[src/rtl/jt900h_ldiv.sv]
// Sequential 32/16 and 16/8 divider for the TLCS-900H DIV/DIVS instructions.
// One restoring-division step per enabled clock; results and v are registered in FIX.
module jt900h_ldiv (
  input  logic        rst,
  input  logic        clk,
  input  logic        cen,
  input  logic [31:0] op0,
  input  logic [15:0] op1,
  input  logic        len,
  input  logic        sign,
  input  logic        start,
  output logic [15:0] quot,
  output logic [15:0] rem,
  output logic        busy,
  output logic        v
);

  // Handshake: start is sampled only on a cen edge while IDLE (busy=0); busy stays
  // high until the FIX edge that loads quot/rem/v, so results are valid once busy=0.
  typedef enum logic [1:0] {IDLE, CALC, FIX} state_t;

  state_t      st;
  logic [31:0] sr;
  logic [15:0] dvs;
  logic [15:0] dvd_lo;
  logic [4:0]  cnt;
  logic        len_r, sgn_r, qneg, rneg, ovf;

  function automatic logic [31:0] cneg(input logic [31:0] x, input logic neg);
    return neg ? (~x + 32'd1) : x;
  endfunction

  // Operand magnitudes and the quotient-too-wide check at latch time
  logic        dvd_neg, dvs_neg;
  logic [31:0] dvd_ext, dvd_abs, dvd_mag, dvs_abs, sr_init;
  logic [15:0] dvs_ext, dvs_mag, dvd_hi;
  logic        latch_ovf;

  always_comb begin
    dvd_neg   = sign & (len ? op0[31] : op0[15]);
    dvs_neg   = sign & (len ? op1[15] : op1[7]);
    dvd_ext   = len ? op0 : {16'd0, op0[15:0]};
    dvs_ext   = len ? op1 : {8'd0, op1[7:0]};
    dvd_abs   = cneg(dvd_ext, dvd_neg);
    dvs_abs   = cneg({16'd0, dvs_ext}, dvs_neg);
    dvd_mag   = len ? dvd_abs : {16'd0, dvd_abs[15:0]};
    dvs_mag   = len ? dvs_abs[15:0] : {8'd0, dvs_abs[7:0]};
    dvd_hi    = len ? dvd_mag[31:16] : {8'd0, dvd_mag[15:8]};
    latch_ovf = (dvs_mag == 16'd0) | (dvd_hi >= dvs_mag);
    // 16/8 is run in the same datapath with the dividend pre-shifted by 8
    sr_init   = len ? dvd_mag : {8'd0, dvd_mag[15:0], 8'd0};
  end

  logic [16:0] part, diff;
  logic        qbit;
  logic [31:0] sr_next;

  always_comb begin
    part    = {sr[31:16], sr[15]};
    diff    = part - {1'b0, dvs};
    qbit    = (part >= {1'b0, dvs});
    sr_next = {(qbit ? diff[15:0] : part[15:0]), sr[14:0], qbit};
  end

  logic [15:0] qm, rm, lim, mask, q_fix, r_fix;
  logic [31:0] q_neg32, r_neg32;
  logic        sovf;

  always_comb begin
    qm      = len_r ? sr[15:0]  : {8'd0, sr[7:0]};
    rm      = len_r ? sr[31:16] : {8'd0, sr[23:16]};
    lim     = len_r ? 16'h8000 : 16'h0080;
    mask    = len_r ? 16'hFFFF : 16'h00FF;
    sovf    = sgn_r & (qneg ? (qm > lim) : (qm >= lim));
    q_neg32 = cneg({16'd0, qm}, qneg);
    r_neg32 = cneg({16'd0, rm}, rneg);
    q_fix   = q_neg32[15:0] & mask;
    r_fix   = r_neg32[15:0] & mask;
  end

  always_ff @(posedge clk or posedge rst) begin
    if (rst) begin
      st     <= IDLE;
      sr     <= 32'd0;
      dvs    <= 16'd0;
      dvd_lo <= 16'd0;
      cnt    <= 5'd0;
      len_r  <= 1'b0;
      sgn_r  <= 1'b0;
      qneg   <= 1'b0;
      rneg   <= 1'b0;
      ovf    <= 1'b0;
      quot   <= 16'd0;
      rem    <= 16'd0;
      busy   <= 1'b0;
      v      <= 1'b0;
    end else if (cen) begin
      case (st)
        IDLE: begin
          if (start) begin
            st     <= CALC;
            sr     <= sr_init;
            dvs    <= dvs_mag;
            dvd_lo <= len ? op0[15:0] : {8'd0, op0[7:0]};
            cnt    <= len ? 5'd15 : 5'd7;
            len_r  <= len;
            sgn_r  <= sign;
            qneg   <= dvd_neg ^ dvs_neg;
            rneg   <= dvd_neg;
            ovf    <= latch_ovf;
            busy   <= 1'b1;
          end
        end
        CALC: begin
          sr <= sr_next;
          if (cnt == 5'd0) st <= FIX;
          else cnt <= cnt - 5'd1;
        end
        FIX: begin
          st   <= IDLE;
          busy <= 1'b0;
          if (ovf | sovf) begin
            quot <= mask;
            rem  <= dvd_lo;
            v    <= 1'b1;
          end else begin
            quot <= q_fix;
            rem  <= r_fix;
            v    <= 1'b0;
          end
        end
        default: st <= IDLE;
      endcase
    end
  end

endmodule

[config.mk]
export PLATFORM = sky130hd
export DESIGN_NAME = jt900h_ldiv
export DESIGN_NICKNAME = d
export VERILOG_FILES = /design/src/rtl/jt900h_ldiv.sv
export SDC_FILE = /design/constraint.sdc
export NUM_CORES = 1
export LEC_CHECK = 0
export ABC_AREA = 1
export ABC_CLOCK_PERIOD_IN_PS = 3600
export BUFFER_PORTS_ARGS = -buffer_cell sky130_fd_sc_hd__buf_2
export CAP_MARGIN = 20
export CORE_AREA = 2 2 163 165
export CTS_CLUSTER_SIZE = 28
export DETAILED_ROUTE_END_ITERATION = 8
export DIE_AREA = 0 0 165 167
export GPL_ROUTABILITY_DRIVEN = 0
export HOLD_SLACK_MARGIN = 0.02
export PLACE_DENSITY_LB_ADDON = 0.12
export SLEW_MARGIN = 10
export SYNTH_ARGS = -nofsm -noshare
export SYNTH_HDL_FRONTEND = slang
export SYNTH_SLANG_ARGS = --single-unit
[constraint.sdc]
create_clock -name clk -period 3.6 [get_ports clk]
set_clock_uncertainty 0.2 [all_clocks]
set_input_delay 0.18 -clock clk [delete_from_list [all_inputs] [get_ports clk]]
set_output_delay 0.18 -clock clk [all_outputs]
set_load 0.03 [all_outputs]
After elaboration in Yosys (flattened, before gate mapping):

Index checks and enable logic that the tools add are counted.

* output and inout port bits: 34
* latch bits: 0
* logic and storage cells: 85
* memory bits (read-only): 0
* memories: 0
* input port bits: 54
* bits in registers: 110
* memory bits (writable): 0

* multipliers: 0
* shifts and indexed selects: 0
* equality and inequality tests: 5
* muxes and demuxes: 33
* $add $sub $neg: 6
* divide/modulo/power cells: 0
* reductions and logical operators: 11
* $lt $le $gt $ge: 4
* bitwise operators: 12

Operators with widths (count)
* 16-bit two-way mux: 14
* 32-bit two-way mux: 5
* 32-bit case mux with 2 select lines: 1
* 16-bit by 1-bit adder with 16-bit output, second input constant: 3
* 16-bit inverter: 3
* 32-bit by 1-bit adder with 32-bit output, second input constant: 1
* 16-bit bitwise AND: 2
* 16-bit greater-or-equal comparator: 2
* 32-bit inverter: 1
* 17-bit by 16-bit greater-or-equal comparator with 1-bit output: 1
* 16-bit > comparator: 1
* 16-bit zero test: 1
* 16-bit subtractor: 1
* 3-bit AND reduction: 4
* 5-bit two-way mux: 2
* 5-bit case mux with 2 select lines: 1
* 2-bit inequality test, second input constant: 3
* 5-bit zero test: 1
* 1-bit two-way mux: 5
* 5-bit by 1-bit subtractor with 5-bit output, second input constant: 1
* 2-bit two-way mux: 2
* 4-bit two-way mux: 1
* 2-bit case mux with 2 select lines: 1
* 4-bit AND reduction: 1
* 9 further kinds: 13

Depth between registers and ports, before layout:

Gate-level depths: netlist of the first run.

* depth in word-level cells: 8
* mapped depth: 24
* depth with buffers taken out: 23

Worst setup path after synthesis of the first run:

No wires, ideal clock.

* path kind: input to register
* from: input len
* to: register ovf
* library setup time: 116 ps
* data arrival time: 2183 ps
* slack: 1100 ps
* data required time: 3284 ps
* stages: 22
* cell sequence: buf_6 -> nand2_1 -> inv_1 -> nor2_1 -> nand3_1 -> nor2_4 -> nand3_2 -> nand2_2 -> nand3b_1 -> nand2_1 -> nor2_1 -> ha_1 -> nand2_1 -> inv_1 -> o21ai_0 -> nand2_1 -> a21oi_1 -> o21ai_0 -> a31oi_1 -> nand2_1 -> nand2_1 -> nand2_1

* word-level cells in the longest chain between the ends: 8
* elaborated cells on any way between the ends: 18
* those cells by class: add/sub: 2; order compare: 1; mux: 9; bitwise: 5; reduce/logical: 1

RTL lines
* from (decl): RTL line 9 `input logic len,`
* 32-bit two-way mux: RTL line 42 `dvd_ext = len ? op0 : {16'd0, op0[15:0]};`
* 32-bit inverter: RTL line 30 `return neg ? (~x + 32'd1) : x;`
* 32-bit by 1-bit adder with 32-bit output: RTL line 30
* 32-bit two-way mux: RTL line 30
* 32-bit two-way mux: RTL line 46 `dvd_mag = len ? dvd_abs : {16'd0, dvd_abs[15:0]};`
* 16-bit two-way mux: RTL line 48 `dvd_hi = len ? dvd_mag[31:16] : {8'd0, dvd_mag[15:8]};`
* 16-bit greater-or-equal comparator: RTL line 49 `latch_ovf = (dvs_mag == 16'd0) | (dvd_hi >= dvs_mag);`
* 1-bit OR *: RTL line 49
* to (signal assigned): RTL line 110 `ovf <= latch_ovf;`
* to (decl): RTL line 27 `logic len_r, sgn_r, qneg, rneg, ovf;`

Every way passes the cells marked *; elsewhere a longest branch is shown, timed or not.
A chain may end at the register's enable or synchronous reset.

Worst setup path after layout of the first run:

* from: input op0[1]
* to: register ovf

* word-level cells in the longest chain between the ends: 8

RTL lines
* from (decl): RTL line 7 `input logic [31:0] op0,`
* 32-bit two-way mux: RTL line 42
* 32-bit inverter: RTL line 30
* 32-bit by 1-bit adder with 32-bit output: RTL line 30
* 32-bit two-way mux: RTL line 30
* 32-bit two-way mux: RTL line 46
* 16-bit two-way mux: RTL line 48
* 16-bit greater-or-equal comparator: RTL line 49
* 1-bit OR: RTL line 49

Every way passes these cells.

==> results of run 1 <==
cells in the final DEF (no fill, tap or decap), drive strengths merged:
cell type    instances
clkinv               4
nand4               10
fa                   1
nand3              162
nand2              438
xor2                34
a21boi               2
a31oi                5
or2                  1
and2                 5
a21oi               66
o21bai               1
ha                  40
o311ai               1
o21a                 1
inv                159
nor4                 1
nor3                12
clkbuf               9
dfrtp              110
xnor2                6
buf                103
o41ai                1
a21o                 2
o221ai               2
nor2               130
a22oi                8
nand3b              10
o21ai              100
o22ai                1
dlygate4sd3         20
o211ai               6
per-layer routing:
layer	wire length, um	track usage, %	share of wire, %	up-vias
met4	335	4.23	1.2	0
met1	15300	33.8	53	4111
met2	12200	31.7	42	201
met3	1340	2.96	4.6	13
met5	0	0	0	-
li1	-	-	-	4574
layout make-up:
type	count	area [um^2]
Fill cell	2769	15600
Sequential cell	110	2750
Clock buffer	9	225
Multi-Input combinational cell	1046	5330
Clock inverter	7	75.1
Tap cell	335	419
Inverter	156	591
Timing Repair Buffer	123	768
repair_timing:
item,in CTS,in global routing
hold buffers,20,0
buffers inserted,0,3
endpoints found under the setup margin,0,1
resized for setup,0,1
hold endpoints to repair,74,0
logic make-up (layout without fill, tap and decap cells):
family / after synthesis / count (layout) / share of synthesized area, %
simple gates: 769 / 769 / 37.4
buf+inv: 204 / 295 / 9.77
compound gates: 196 / 196 / 12.3
xor+xnor: 40 / 40 / 3.92
flops: 110 / 110 / 30.8
fa+ha+maj: 41 / 41 / 5.82
state kept, by name, summed over array words and instances, names as in the netlist:
name    count
sgn_r       1
qneg        1
cnt         5
busy        1
dvd_lo     16
ovf         1
sr         32
dvs        16
rem        16
quot       16
v           1
st          2
rneg        1
len_r       1
critical path: stages:
cell and delay [ps]:
dlygate4sd3_1 530, buf_2 120, inv_2 100, nand3_1 170, nor2_4 200, nand3_2 130
nor2_4 190, buf_4 130, buf_4 90, nand3_1 80, nand2_1 80, nand2_1 70
nand2_1 70, nor2_1 50, ha_1 290, a21oi_1 150, o21ai_0 100, a21oi_1 150
o21ai_0 100, a31oi_1 140, nand2_1 70, nand2_1 50, nand2_1 50
power breakdown:
part,leakage (uW),total (uW),switching [uW],internal [uW]
Combinational,0.00376,4600,3010,1590
Clock,0.000148,1020,523,493
Sequential,0.00137,2250,538,1710
through the flow:
stage	instances	utilization, %	total power [uW]	hold WS (ps)	instance area [um^2]
final	1786	39.4	7870	34.0	10200
after global routing	1786	39.4	8660	42.3	10200
after detailed placement	1747	37.4	6860	155	9630
after global placement	1747	37.4	6840	158	9630
after floorplan	1360	-	5610	79.0	8940
after CTS	1783	39.3	7920	26.6	10100
worst max-delay path by stage:
stage	start	endpoint	slack [ps]
after floorplan	rst	busy	320
after global placement	len	ovf	550
after detailed placement	len	ovf	510
after CTS	op0[1]	ovf	360
after global routing	op0[4]	ovf	6
final	op0[1]	ovf	350
Yosys cell counts, types with 4 or more instances:
master	number
nand2_1	417
nand3_1	156
inv_1	141
nor2_1	118
dfrtp_1	110
o21ai_0	69
a21oi_1	63
ha_1	40
xor2_1	34
o21ai_1	29
buf_2	21
nand2_2	19
inv_2	14
clkbuf_1	12
nand3b_1	10
nand4_1	10
nor3_1	10
buf_6	8
a22oi_1	7
nand3_2	6
nor2_2	6
nor2_4	6
o211ai_1	6
xnor2_1	6
and2_1	5
buf_4	5
a31oi_1	4
==> summary.md, run 1 <==
| Metric | Value |
|---|---|
| Nets | ~1500 |
| Clock sink count | 110 |
| IO Count | 88 |
| Initial DRC Count | between 700 and 800 |
| First-pass GRT wire length | 46.6 mm |
| Final ANT Viol Nets | 0 |
| Cts bufs inserted | 9 |
| Startpoint types | primary input |
| Post-Route WL | ~30 mm |
| Asr flop ratio synth | 100% |
| Final hold violation count | 0 |
| Ys flop type | dfrtp_1 |
| Die footprint | around 28000 um^2 |
| Initial core utilization | between 30% and 40% |
| Die height | around 170 um |
| Vias per cell | around 5.0 |
| Congestion Overflow GR | 0 |
| Yosys top cell by area | dfrtp_1 |
| RSZ-0062 raised after global routing | false |
| Status | complete, no violations |
| Clock root buffer | clkbuf_16 |
| Diodes inserted | 0 |
| R2r startpoint | cnt[0] |
| Total track usage | 21.7% |
| Worst min path class | in2reg |
| Post-route minimum period | about 3200 ps |
| Period utilisation layout | 90.2% |
| Share of cells above drive strength 1 | approximately 13% |
| Initial antenna violation count | 0 |
| Max cap viols | 0 |
| Synthesized instance count | roughly 1400 |
| HPWL Detailed | ~23 mm |
| Synthesized area | between 8000 and 9000 um^2 |
| CTS max path bufs | 2 |
| Sum Neg Setup Slack | 0 ps |
| Min-delay src | op1[13] |
| Die width | 165 um |
| Vias | 8899 |
| # port buffers | slightly below 90 |
| Count of final max-slew check failures | 0 |
| Hold path endpoint | dvs[13] |
| Synthesized Nets | between 1000 and 1500 |
| IR Drop Worst-Case VDD | about 0.00033 V |
| R2R setup slack | between 600 and 700 ps |
| Layout area overhead | 13.6% |
| CTS tree | done |
| Pre-CTS setup slack | roughly 510 ps |
| Syn avg cell area | 6.58 um^2 |
| Fmax | between 300 and 400 MHz |
| CP Max Fanout | 6 |
| Final Setup Violations | 0 |
| Power Density | about 770 nW/um^2 |
| Critical Path End Type | flip-flop |
| Synth Warn # | 0 |
| Vias in the first global route | roughly 8400 |
| Min-Delay Path Depth | 4 |
| Yosys reg bits | 110 |
| Clock transition at the registers of the reported paths | 80 ps |
| Worst Slack Setup Final | 353 ps |
| Core Rows | 59 |
| Post-synth EDFFs | 0 |
| Category of the most critical setup path | in2reg |
| Largest net degree at the start of global routing | 58 |
| Yosys cell types | 48 |
| Lkg Pwr | about 0.0053 uW |
| DRC viols | 0 |
| H-Tree Depth | 3 |
| Post-synth top area share | between 30% and 40% |
| TritonRoute pass-1 iters | 5 |
| R2R depth | 11 |
| Critical Path AT | between 3000 and 4000 ps |
| CP Data Required Time | approximately 3600 ps |
| Register area share after synthesis | 30.8% |
| Reg2reg end | dvs[1] |
| Core Area | between 20000 and 30000 um^2 |
| Slew margin rel. | 35.0% |
| Synth top area cells | dfrtp_1 (31%), nand2_1 (18%), nand3_1 (8.7%) |
| Slew @ Worst Pin | approximately 970 ps |
| Worst-skew pair later-pin latency | roughly 360 ps |
| Drt wl/cell | around 16 um |
Power figures use the tool's default switching activity.
==> inputs of run 2 (changes only) <==
--- a/config.mk
+++ b/config.mk
@@ -6,7 +6,7 @@
 export NUM_CORES = 1
 export LEC_CHECK = 0
 export ABC_AREA = 1
-export ABC_CLOCK_PERIOD_IN_PS = 3600
+export ABC_CLOCK_PERIOD_IN_PS = 3750
 export BUFFER_PORTS_ARGS = -buffer_cell sky130_fd_sc_hd__buf_2
 export CAP_MARGIN = 20
 export CORE_AREA = 2 2 163 165
==> constraint.sdc (replaced) <==
create_clock -name clk -period 3.75 [get_ports clk]
set_clock_uncertainty 0.2 [all_clocks]
set_input_delay 0.1875 -clock clk [delete_from_list [all_inputs] [get_ports clk]]
set_output_delay 0.1875 -clock clk [all_outputs]
set_load 0.03 [all_outputs]
==> run 2 against run 1 <==
Against the previous run:
- clock power down 7%
- die area unchanged
- register-to-register slack worse by 120 ps
- setup slack gained 160 ps
- routed wire length up 1.6%
- global-route usage rose by 0.25 points
- count of clock-buffer cells in the layout is the same
- sequential share of layout area is 0.23 points higher
- first-iteration DRC count is 5.8% higher
- total power is 3.7% lower
- via count up 1.1%
- critical path type unchanged
- highest routed layer unchanged
==> summary.md, run 2 (synthesis results as in run 1) <==
| Metric | Value |
|---|---|
| Design Area, Final | 10100 um^2 (-0.85%) |
| Vias | 8997 (+1.1%) |
| Initial DRC Count | 765 (+5.8%) |
| Sum Neg Setup Slack | 0 ps (unchanged) |
| Fin Hold WS | 29.2 ps (-4.81 ps) |
| Vias per cell | 5.06 (+1.6%) |
| Fmax | just over 300 MHz |
| Sw Ratio | 52.2% (+0.43 points) |
| Critical Path AT | 3330 ps (+40 ps) |
| Reg with most FFs | sr |
| Number of fill cells in the layout | 2823 (+2.0%) |
| Most common cell after layout, fill and taps aside | nand2_1 |
| Total Power | 7570 uW (-3.7%) |
| Diodes inserted | 0 (unchanged) |
| Part of the power in registers | 29.1% (+0.5 points) |
| Post-route minimum period | approximately 3200 ps |
| First-pass GRT wire length | 46.8 mm (+0.34%) |
| Worst-skew pair later-pin latency | 360 ps (about the same) |
| Initial antenna violation count | 0 (unchanged) |
| Commonest non-fill, non-tap cells in the layout | nand2_1 (417), nand3_1 (156), inv_1 (140) |
| Net Switching | 3950 uW (-2.9%) |
| Nets | 1533 (-0.52%) |
| CP Max Fanout | 4 (-2) |
| Die height | 167 um (unchanged) |
| Slew margin rel. | 34.4% (-0.61 points) |
| Startpoint types | primary input |
| Status | complete, no violations |
| Lkg Pwr | 0.00522 uW (-1.1%) |
| Die footprint | 27600 um^2 (unchanged) |
| Max FFs per register | 32 (unchanged) |
| Period utilisation layout | 86.2% |
| Slew @ Worst Pin | 980 ps (+9.04 ps) |
| Clock transition at the registers of the reported paths | 70 ps (about the same) |
| # port buffers | 87 (unchanged) |
| Int Power | 3620 uW (-4.6%) |
| Congestion Overflow GR | 0 (unchanged) |
| Layout area overhead | 12.6% |
| IR Drop Worst-Case VDD | 0.000279 V (-15%) |
| Placed inst area | 9610 um^2 (-0.23%) |
| IO Count | 88 (unchanged) |
| Count of final max-slew check failures | 0 (unchanged) |
| Core Area | 25800 um^2 (unchanged) |
| Combinational Power Share | 58.4% (about the same) |
| Max cap viols | 0 (unchanged) |
| Cts bufs inserted | 9 (unchanged) |
| HPWL Detailed | 23.5 mm (+1.7%) |
| Category of the most critical setup path | in2reg |
| Largest net degree at the start of global routing | 62 (+6.9%) |
| Final ANT Viol Nets | 0 (unchanged) |
| Initial core utilization | 34.7% (unchanged) |
| CTS max path bufs | 2 (unchanged) |
| DRC viols | 0 (unchanged) |
| TritonRoute pass-1 iters | 5 (unchanged) |
| Power Density | 752 nW/um^2 (-2.9%) |
| Core Rows | 59 (unchanged) |
| Drt wl/cell | 16.7 um (+2.1%) |
| Final hold violation count | 0 (unchanged) |
| Setup Buffers After CTS | 0 (unchanged) |
| CTS tree | done |
| Clock sink count | 110 (unchanged) |
| Post-Route WL | 29.6 mm (+1.6%) |
| RSZ-0062 raised after global routing | false |
| Final Setup Violations | 0 (unchanged) |
| Clk pwr share | 12.5% (-0.4 points) |
| R2R setup slack | 540 ps (-120 ps) |
| Die width | 165 um (unchanged) |
| Total track usage | 21.9% (+0.25 points) |
| Worst min path class | in2reg |
| Share of cells above drive strength 1 | 12.3% (-0.41 points) |
| H-Tree Depth | 3 (unchanged) |
| Clock root buffer | clkbuf_16 |
| Critical Path End Type | flip-flop |
| CP Data Required Time | 3850 ps (+210 ps) |
| Vias in the first global route | 8363 (+0.048%) |
run 2: cell type report:
cell class	count	area, um^2	area share, %
clock buffers	9	225	2.24
clock inverters	6	53.8	0.534
inverters	156	591	5.86
multi-input cells	1046	5330	52.9
flip-flops and latches	110	2750	27.3
well taps	335	419	4.16
repair buffers	115	703	6.98
run 2: repair_timing:
item                       in CTS  in global routing
resized for setup               0                  1
hold buffers                   18                  0
setup endpoints to repair       0                  1
hold endpoints to repair       67                  0
run 2: final timing paths:
path | startpoint | endpoint | cells past startpoint
max | op0[1] | ovf | 24
min | op1[0] | dvs[0] | 3
max reg2reg | st[0] | dvd_lo[10] | 10
min reg2reg | cnt[4] | cnt[4] | 1
max in group asynchronous | rst | dvs[11] | 4
min in group asynchronous | rst | quot[2] | 3
run 2: through the flow:
stage | util, % | setup slack, ps | instances
6_report | 39.1 | 517 | 1777
5_1_grt | 39.1 | 75.8 | 1777
4_1_cts | 39.1 | 479 | 1777
3_5_place_dp | 37.3 | 450 | 1744
3_3_place_gp | 37.3 | 485 | 1744
2_1_floorplan | - | 460 | 1360
run 2: power by group through the flow:
stage | sequential [uW] | combinational, uW | clock (uW)
5_1_grt | 2250 | 5030 | 1010
3_5_place_dp | 2210 | 4380 | 0
4_1_cts | 2190 | 4420 | 968
6_report | 2200 | 4420 | 949
3_3_place_gp | 2220 | 4360 | 0
2_1_floorplan | 2100 | 3280 | 0
run 2: routing by layer:
metal | up-vias | GRT usage, % | share of wire, % | routed length (um)
met1 | 4200 | 34.9 | 52 | 15500
met2 | 231 | 31.9 | 42 | 12300
met3 | 17 | 1.92 | 4.7 | 1400
met5 | - | 0 | 0 | 0
li1 | 4549 | - | - | -
met4 | 0 | 4.61 | 1.3 | 393
run 2: critical path: stages:
cell           delay, ps
dlygate4sd3_1        530
buf_2                130
inv_2                100
ha_1                 200
nand3_1              110
nor2_1               140
nand2_1              100
nor2_2               160
nand3_1              120
inv_1                110
nand2_1               80
nand2_1               60
nand2_1               60
nand2_1               70
nor2_1                50
ha_1                 280
nand2_1               80
nor3_1               270
inv_1                 60
o21ai_0              160
a31oi_1               60
nand2_1               90
nand2_1               50
nand2_1               90
